<file path="src/rtl/vga_pkg.sv">
// Shared VGA timing constants and framebuffer geometry for the 160x120 scan-out path.
package vga_pkg;

  localparam int H_VIS      = 640;
  localparam int H_FP       = 16;
  localparam int H_SYNC     = 96;
  localparam int H_BP       = 48;
  localparam int H_TOTAL    = H_VIS + H_FP + H_SYNC + H_BP;
  localparam int V_VIS      = 480;
  localparam int V_FP       = 10;
  localparam int V_SYNC     = 2;
  localparam int V_BP       = 33;
  localparam int V_TOTAL    = V_VIS + V_FP + V_SYNC + V_BP;
  localparam int FB_W       = 160;
  localparam int FB_H       = 120;
  localparam int ADDR_W     = 15;
  localparam int SCALE_LOG2 = 2;
  localparam int CNT_W      = 10;
  localparam int RGB_W      = 3;
  localparam int DAC_W      = 10;

endpackage

</file>
<file path="src/rtl/vga_timing_counter.sv">
// Pixel-enable divider and h/v raster counters with stage-0 visibility and sync flags.
module vga_timing_counter
  import vga_pkg::*;
#(
  parameter int H_VIS  = vga_pkg::H_VIS,
  parameter int H_FP   = vga_pkg::H_FP,
  parameter int H_SYNC = vga_pkg::H_SYNC,
  parameter int H_BP   = vga_pkg::H_BP,
  parameter int V_VIS  = vga_pkg::V_VIS,
  parameter int V_FP   = vga_pkg::V_FP,
  parameter int V_SYNC = vga_pkg::V_SYNC,
  parameter int V_BP   = vga_pkg::V_BP
) (
  input  logic             clk,
  input  logic             reset,
  output logic             pix_en,
  output logic [CNT_W-1:0] h,
  output logic [CNT_W-1:0] v,
  output logic             vld_p0,
  output logic             hs_p0,
  output logic             vs_p0,
  output logic             frame_start
);

  localparam int HT       = H_VIS + H_FP + H_SYNC + H_BP;
  localparam int VT       = V_VIS + V_FP + V_SYNC + V_BP;
  localparam int HS_FIRST = H_VIS + H_FP;
  localparam int HS_LAST  = H_VIS + H_FP + H_SYNC - 1;
  localparam int VS_FIRST = V_VIS + V_FP;
  localparam int VS_LAST  = V_VIS + V_FP + V_SYNC - 1;

  logic             pix_en_q, pix_en_d;
  logic [CNT_W-1:0] h_q, h_d;
  logic [CNT_W-1:0] v_q, v_d;
  logic             fs_q, fs_d;

  always_comb begin
    pix_en_d = ~pix_en_q;
    h_d      = h_q;
    v_d      = v_q;
    fs_d     = 1'b0;
    if (pix_en_q) begin
      if (h_q == CNT_W'(HT - 1)) begin
        h_d = '0;
        if (v_q == CNT_W'(VT - 1)) begin
          v_d  = '0;
          fs_d = 1'b1;
        end else begin
          v_d = v_q + 1'b1;
        end
      end else begin
        h_d = h_q + 1'b1;
      end
    end
  end

  always_ff @(posedge clk) begin
    if (reset) begin
      pix_en_q <= 1'b0;
      h_q      <= '0;
      v_q      <= '0;
      fs_q     <= 1'b0;
    end else begin
      pix_en_q <= pix_en_d;
      h_q      <= h_d;
      v_q      <= v_d;
      fs_q     <= fs_d;
    end
  end

  // Stage 0: raster position decoded straight from the counters
  assign vld_p0 = (h_q < CNT_W'(H_VIS)) && (v_q < CNT_W'(V_VIS));
  assign hs_p0  = !((h_q >= CNT_W'(HS_FIRST)) && (h_q <= CNT_W'(HS_LAST)));
  assign vs_p0  = !((v_q >= CNT_W'(VS_FIRST)) && (v_q <= CNT_W'(VS_LAST)));

  assign pix_en      = pix_en_q;
  assign h           = h_q;
  assign v           = v_q;
  assign frame_start = fs_q;

endmodule

</file>
<file path="src/rtl/vga_fb_scanout.sv">
// 640x480@60 scan-out of a 160x120 3-bit framebuffer, each word replicated 4x4 on screen.
module vga_fb_scanout
  import vga_pkg::*;
#(
  parameter int H_VIS  = vga_pkg::H_VIS,
  parameter int H_FP   = vga_pkg::H_FP,
  parameter int H_SYNC = vga_pkg::H_SYNC,
  parameter int H_BP   = vga_pkg::H_BP,
  parameter int V_VIS  = vga_pkg::V_VIS,
  parameter int V_FP   = vga_pkg::V_FP,
  parameter int V_SYNC = vga_pkg::V_SYNC,
  parameter int V_BP   = vga_pkg::V_BP
) (
  input  logic              clk,
  input  logic              reset,
  output logic [ADDR_W-1:0] rd_addr,
  input  logic [RGB_W-1:0]  rd_data,
  output logic [DAC_W-1:0]  VGA_R,
  output logic [DAC_W-1:0]  VGA_G,
  output logic [DAC_W-1:0]  VGA_B,
  output logic              VGA_HS,
  output logic              VGA_VS,
  output logic              VGA_BLANK,
  output logic              VGA_SYNC,
  output logic              VGA_CLK,
  output logic              frame_start
);

  function automatic logic [DAC_W-1:0] replicate(input logic b);
    return {DAC_W{b}};
  endfunction

  logic             pix_en;
  logic [CNT_W-1:0] h, v;
  logic             vld_p0, hs_p0, vs_p0;

  vga_timing_counter #(
    .H_VIS(H_VIS), .H_FP(H_FP), .H_SYNC(H_SYNC), .H_BP(H_BP),
    .V_VIS(V_VIS), .V_FP(V_FP), .V_SYNC(V_SYNC), .V_BP(V_BP)
  ) u_timing (
    .clk        (clk),
    .reset      (reset),
    .pix_en     (pix_en),
    .h          (h),
    .v          (v),
    .vld_p0     (vld_p0),
    .hs_p0      (hs_p0),
    .vs_p0      (vs_p0),
    .frame_start(frame_start)
  );

  logic [ADDR_W-1:0] x_p0, y_p0, addr_p0;

  // Row stride of 160 words as 128 + 32 to keep it to shifts and one add
  always_comb begin
    y_p0    = ADDR_W'(v >> SCALE_LOG2);
    x_p0    = ADDR_W'(h >> SCALE_LOG2);
    addr_p0 = '0;
    if (vld_p0) begin
      addr_p0 = (y_p0 << 7) + (y_p0 << 5) + x_p0;
    end
  end

  assign rd_addr = addr_p0;

  logic [DAC_W-1:0] r_p1_q, r_p1_d;
  logic [DAC_W-1:0] g_p1_q, g_p1_d;
  logic [DAC_W-1:0] b_p1_q, b_p1_d;
  logic             hs_p1_q, hs_p1_d;
  logic             vs_p1_q, vs_p1_d;
  logic             vld_p1_q, vld_p1_d;

  // Stage 1: one pixel behind the counters; rd_data is only looked at for visible pixels
  always_comb begin
    r_p1_d   = r_p1_q;
    g_p1_d   = g_p1_q;
    b_p1_d   = b_p1_q;
    hs_p1_d  = hs_p1_q;
    vs_p1_d  = vs_p1_q;
    vld_p1_d = vld_p1_q;
    if (pix_en) begin
      hs_p1_d  = hs_p0;
      vs_p1_d  = vs_p0;
      vld_p1_d = vld_p0;
      r_p1_d   = '0;
      g_p1_d   = '0;
      b_p1_d   = '0;
      if (vld_p0) begin
        r_p1_d = replicate(rd_data[2]);
        g_p1_d = replicate(rd_data[1]);
        b_p1_d = replicate(rd_data[0]);
      end
    end
  end

  always_ff @(posedge clk) begin
    if (reset) begin
      r_p1_q   <= '0;
      g_p1_q   <= '0;
      b_p1_q   <= '0;
      hs_p1_q  <= 1'b1;
      vs_p1_q  <= 1'b1;
      vld_p1_q <= 1'b0;
    end else begin
      r_p1_q   <= r_p1_d;
      g_p1_q   <= g_p1_d;
      b_p1_q   <= b_p1_d;
      hs_p1_q  <= hs_p1_d;
      vs_p1_q  <= vs_p1_d;
      vld_p1_q <= vld_p1_d;
    end
  end

  assign VGA_R     = r_p1_q;
  assign VGA_G     = g_p1_q;
  assign VGA_B     = b_p1_q;
  assign VGA_HS    = hs_p1_q;
  assign VGA_VS    = vs_p1_q;
  assign VGA_BLANK = vld_p1_q;
  assign VGA_SYNC  = 1'b0;
  assign VGA_CLK   = pix_en;

endmodule

</file>
<file path="config.mk">
export PLATFORM = sky130hd
export DESIGN_NAME = vga_fb_scanout
export DESIGN_NICKNAME = d
export VERILOG_FILES = /design/src/rtl/vga_pkg.sv /design/src/rtl/vga_timing_counter.sv /design/src/rtl/vga_fb_scanout.sv
export SDC_FILE = /design/constraint.sdc
export NUM_CORES = 1
export LEC_CHECK = 0
export ABC_AREA = 1
export BUFFER_PORTS_ARGS = -buffer_cell sky130_fd_sc_hd__buf_2
export CORE_AREA = 2 2 89 91
export CTS_CLUSTER_SIZE = 14
export DETAILED_ROUTE_END_ITERATION = 10
export DIE_AREA = 0 0 91 93
export GPL_TIMING_DRIVEN = 1
export PLACE_DENSITY = 0.49
export SLEW_MARGIN = 0
export SYNTH_ARGS = -nofsm -noshare
export SYNTH_HDL_FRONTEND = slang
export SYNTH_SLANG_ARGS = --single-unit
</file>
<file path="constraint.sdc">
create_clock -name clk -period 4.7 [get_ports clk]
set_clock_uncertainty 0.1 [all_clocks]
set_input_delay 0.47 -clock clk [delete_from_list [all_inputs] [get_ports clk]]
set_output_delay 0.47 -clock clk [all_outputs]
set_load 0.05 [all_outputs]
</file>
==> impl_metrics.xml <==
<?xml version="1.0" encoding="UTF-8"?>
<metrics>
  <group name="critical_path">
    <metric name="critical_path_class" unit="">reg -&gt; out</metric>
    <metric name="cp_data_arrival_time" unit="ns">2.76</metric>
    <metric name="worst_ep_required_time" unit="ns">4.13</metric>
    <metric name="cpMostUsedCell" unit="">sky130_fd_sc_hd__nand2_1</metric>
    <metric name="crit_chain" unit="">inv_1 -&gt; fa_1 -&gt; fa_1 -&gt; inv_1 -&gt; nand3_1 -&gt; nand2_1 -&gt; nand3_1 -&gt; nand2_1 -&gt; nand2_1 -&gt; a21oi_2 -&gt; buf_2</metric>
    <metric name="max_stage_delay" unit="ns">0.52</metric>
    <metric name="timing.rr.start" unit="">u_timing.h[1]</metric>
    <metric name="cpMaxStageDelayCell" unit="">sky130_fd_sc_hd__fa_1</metric>
    <metric name="worstSetupStartpointType" unit="">register</metric>
    <metric name="top_cell_family_by_delay_on_the_critical_path" unit="">adder cells</metric>
    <metric name="critPathMaxFanout" unit="">6</metric>
    <metric name="worstSetupStartpoint" unit="">u_timing.v[2]</metric>
    <metric name="setup.worst_path.end_class" unit="">primary output</metric>
    <metric name="path_buf_inv" unit="">3</metric>
  </group>
  <group name="global_routing">
    <metric name="number_of_global_route_vias_before_repair" unit="">1670</metric>
    <metric name="overflow" unit="">0</metric>
    <metric name="grt_start_max_net_pins" unit="">17</metric>
    <metric name="grtUsageTotal" unit="">0.112</metric>
    <metric name="antenna_found_initial" unit="">0</metric>
    <metric name="grt_pass1_wl" unit="mm">7.84</metric>
  </group>
  <group name="cts">
    <metric name="cts_max_path_buffers" unit="">2</metric>
    <metric name="cts_resized" unit="">0</metric>
    <metric name="clk_root_buffer_cell" unit="">sky130_fd_sc_hd__clkbuf_8</metric>
    <metric name="numCtsBuffers" unit="">3</metric>
    <metric name="clk-insertion-delay-late" unit="ns">0.28</metric>
    <metric name="hold_buffers" unit="">0</metric>
    <metric name="postCtsSetupBuffers" unit="">0</metric>
    <metric name="sinks_on_the_clock_net" unit="">28</metric>
    <metric name="worst_setup_hold_path_clk_slew" unit="ns">0.11</metric>
    <metric name="cts.htree.levels" unit="">1</metric>
    <metric name="clock_tree_from_tritoncts" unit="">done</metric>
  </group>
  <group name="pwr">
    <metric name="power" unit="uW">537</metric>
    <metric name="static-leakage-power" unit="nW">1.24</metric>
    <metric name="peakVddDrop" unit="uV">87.2</metric>
    <metric name="power_density" unit="mW/mm^2">222</metric>
  </group>
  <group name="routing">
    <metric name="drtAntennaViolNets" unit="">0</metric>
    <metric name="remaining_drc_errors" unit="">0</metric>
    <metric name="detail_route.vias_per_cell" unit="">4.32</metric>
    <metric name="wl" unit="mm">4.73</metric>
    <metric name="detailedRoute.firstPassIterationCount" unit="">4</metric>
    <metric name="drt_first_iter_violations" unit="">92</metric>
    <metric name="drt-wirelength-per-cell" unit="um">10.9</metric>
    <metric name="detailroute.via_count" unit="">1881</metric>
  </group>
  <group name="floorplan">
    <metric name="placeable_area" unit="sq mm">0.00753</metric>
    <metric name="fp.dieH" unit="um">93</metric>
    <metric name="fp.dieArea" unit="sq mm">0.00846</metric>
    <metric name="start_util" unit="">0.289</metric>
    <metric name="design.portCount" unit="">56</metric>
    <metric name="num_rows" unit="">32</metric>
    <metric name="dieWidth" unit="um">91</metric>
  </group>
  <group name="placement">
    <metric name="place_congestion" unit="">0.831</metric>
    <metric name="io_buffers" unit="">54</metric>
    <metric name="dp_hpwl" unit="mm">3.77</metric>
  </group>
  <group name="final_layout">
    <metric name="area.growth.synth_to_final" unit="%">11.3</metric>
    <metric name="share_of_cells_above_drive_strength_1" unit="">0.279</metric>
    <metric name="antennaDiodeCount" unit="">0</metric>
    <metric name="finish.net_count" unit="">360</metric>
  </group>
  <group name="yosys">
    <metric name="postSynthNetCount" unit="">331</metric>
    <metric name="synth.top_cells.by_area" unit="">sky130_fd_sc_hd__dfxtp_1 26%, sky130_fd_sc_hd__ha_1 11%, sky130_fd_sc_hd__buf_4 10%</metric>
    <metric name="post_synthesis_adder_cell_area_fraction" unit="">0.128</metric>
    <metric name="yosys.area_share.simple" unit="">0.315</metric>
    <metric name="synthesis.yosys.warnings" unit="">0</metric>
    <metric name="post-synth-top-area-cell" unit="">sky130_fd_sc_hd__dfxtp_1</metric>
    <metric name="largest_family_of_logic_cells_by_synthesized_area" unit="">simple AND/OR/NAND/NOR gates</metric>
    <metric name="netlist_instances" unit="">305</metric>
    <metric name="netlist-cell-type-count" unit="">35</metric>
    <metric name="synth-xor-area-share" unit="">0.0201</metric>
    <metric name="number_of_enable_type_register_cells_in_the_synthesized_netlist" unit="">0</metric>
    <metric name="synth-compound-area-share" unit="">0.105</metric>
    <metric name="netlist_top_cells_count" unit="">54 x sky130_fd_sc_hd__nand2_1, 45 x sky130_fd_sc_hd__nor2_1, 33 x sky130_fd_sc_hd__inv_1</metric>
    <metric name="yosysSeqAreaShare" unit="">0.258</metric>
    <metric name="synthDominantCellAreaShare" unit="">0.258</metric>
    <metric name="postSynthRegisterBits" unit="">28</metric>
    <metric name="area_of_the_mapped_netlist" unit="sq mm">0.00217</metric>
    <metric name="post-synth-top-count-cell" unit="">sky130_fd_sc_hd__nand2_1</metric>
    <metric name="synth.area.mux_share" unit="">0</metric>
    <metric name="ys_dominant_reg_cell" unit="">sky130_fd_sc_hd__dfxtp_1</metric>
    <metric name="syn_area_per_cell" unit="sq um">7.13</metric>
    <metric name="async_flop_share" unit="">0</metric>
  </group>
  <group name="timing">
    <metric name="timing.max_slew.rel_slack" unit="">0.664</metric>
    <metric name="rsz_0062_raised_after_global_routing" unit="">false</metric>
    <metric name="finalCritPeriodShare" unit="">0.708</metric>
    <metric name="fin_setup_tns" unit="ns">0</metric>
    <metric name="tightest_slew" unit="ns">0.503</metric>
    <metric name="finalCriticalPeriod" unit="ns">3.33</metric>
    <metric name="timing.final.hold_violations" unit="">0</metric>
    <metric name="max_freq" unit="MHz">300</metric>
    <metric name="total_of_endpoints_with_negative_setup_slack_in_the_final_report" unit="">0</metric>
    <metric name="timing_max_transition_violations_final" unit="">0</metric>
  </group>
  <group name="min_path">
    <metric name="hold_class" unit="">in -&gt; reg</metric>
    <metric name="holdCritStartpoint" unit="">rd_data[1]</metric>
  </group>
  <group name="outcome">
    <metric name="status" unit="">finished clean</metric>
  </group>
  <group name="job">
    <metric name="max_cap_viol_count" unit="">0</metric>
  </group>
</metrics>
per-layer routing:
layer	vias up	track usage	wire (um)
met5	-	0	0
met4	0	0.0152	15
met3	2	0.0193	202
met2	35	0.196	2190
met1	840	0.147	2320
li1	1004	-	-
where the power goes:
| part | leakage, nW | total, mW | internal [mW] | switching [mW] |
|---|---|---|---|---|
| Combinational | 0.977 | 0.0949 | 0.0167 | 0.0782 |
| Sequential | 0.227 | 0.247 | 0.241 | 0.00560 |
| Clock | 0.0357 | 0.195 | 0.114 | 0.0807 |
layout make-up:
type                    count  area [sq um]
fillers                   855          5110
flip-flops and latches     28           561
clock buffers               3          41.3
clock inverters             1          30.0
well taps                 102           128
inverters                  41           154
multi-input cells         206          1240
repair buffers             54           270
kinds of logic (layout without fill, tap and decap cells):
family	after synthesis	count (layout)
AND/OR/NAND/NOR	141	141
buffers and inverters	71	99
AO/OA/AOI/OAI	38	38
flip-flops	28	28
XOR/XNOR	5	5
other	1	1
adder cells (fa/ha/maj)	21	21
cell usage in the layout (no fill, tap or decap):
cell type,n
sky130_fd_sc_hd__a21boi_0,1
sky130_fd_sc_hd__inv_2,8
sky130_fd_sc_hd__inv_1,33
sky130_fd_sc_hd__dfxtp_1,28
sky130_fd_sc_hd__o21ai_1,7
sky130_fd_sc_hd__nand3_4,1
sky130_fd_sc_hd__nand2_2,4
sky130_fd_sc_hd__nand3_2,3
sky130_fd_sc_hd__o21bai_1,1
sky130_fd_sc_hd__buf_2,54
sky130_fd_sc_hd__fa_1,2
sky130_fd_sc_hd__nand2_4,1
sky130_fd_sc_hd__conb_1,1
sky130_fd_sc_hd__nor3_4,1
sky130_fd_sc_hd__nand3_1,13
sky130_fd_sc_hd__a41oi_1,1
sky130_fd_sc_hd__nand2_1,54
sky130_fd_sc_hd__o21ai_2,1
sky130_fd_sc_hd__a21oi_1,14
sky130_fd_sc_hd__ha_1,19
sky130_fd_sc_hd__nor3_2,2
sky130_fd_sc_hd__nor2_1,45
sky130_fd_sc_hd__nor3b_2,1
sky130_fd_sc_hd__xnor2_1,1
sky130_fd_sc_hd__nand4_1,2
sky130_fd_sc_hd__o32ai_1,1
sky130_fd_sc_hd__clkbuf_8,3
sky130_fd_sc_hd__nor4_1,2
sky130_fd_sc_hd__nor3_1,4
sky130_fd_sc_hd__o21ai_0,6
sky130_fd_sc_hd__a21o_1,1
sky130_fd_sc_hd__xor2_1,4
sky130_fd_sc_hd__nor2_2,4
sky130_fd_sc_hd__a21oi_2,5
sky130_fd_sc_hd__bufinv_16,1
sky130_fd_sc_hd__nor2_4,4
metrics by stage:
stage          hold WS, ns   util  std cells  worst slack (ns)  cell area [sq um]
2_1_floorplan        0.377      -        305              1.60               2170
3_3_place_gp         0.340  0.312        431              1.73               2350
3_5_place_dp         0.343  0.312        431              1.69               2350
4_1_cts              0.299  0.322        435              1.36               2420
5_1_grt              0.305  0.322        435              1.13               2420
6_report             0.303  0.322        435              1.37               2420
worst reg2reg max path: stages, from the launching register on:
cell,delay (ns)
sky130_fd_sc_hd__dfxtp_1,0.38
sky130_fd_sc_hd__ha_1,0.20
sky130_fd_sc_hd__nand2_2,0.09
sky130_fd_sc_hd__nor2_4,0.22
sky130_fd_sc_hd__nand2_4,0.14
sky130_fd_sc_hd__nor2_4,0.15
sky130_fd_sc_hd__nor2_4,0.07
sky130_fd_sc_hd__nand2_1,0.08
sky130_fd_sc_hd__a21oi_2,0.03
registers in the layout, indices dropped and copies added (netlist names):
register and count:
VGA_B 1, VGA_BLANK 1, VGA_G 1, VGA_HS 1, VGA_R 1, VGA_VS 1
u_timing.frame_start 1, u_timing.h 10, u_timing.pix_en 1, u_timing.v 10
final timing paths:
check | to | slack, ns | depth (start not counted)
hold / removal | VGA_G[8] | 0.30 | 3
hold reg to reg | VGA_BLANK | 0.36 | 2
setup reg to reg | u_timing.v[2] | 3.14 | 8
setup / recovery | rd_addr[14] | 1.37 | 11
No activity file was read; power rests on OpenSTA's default activity.
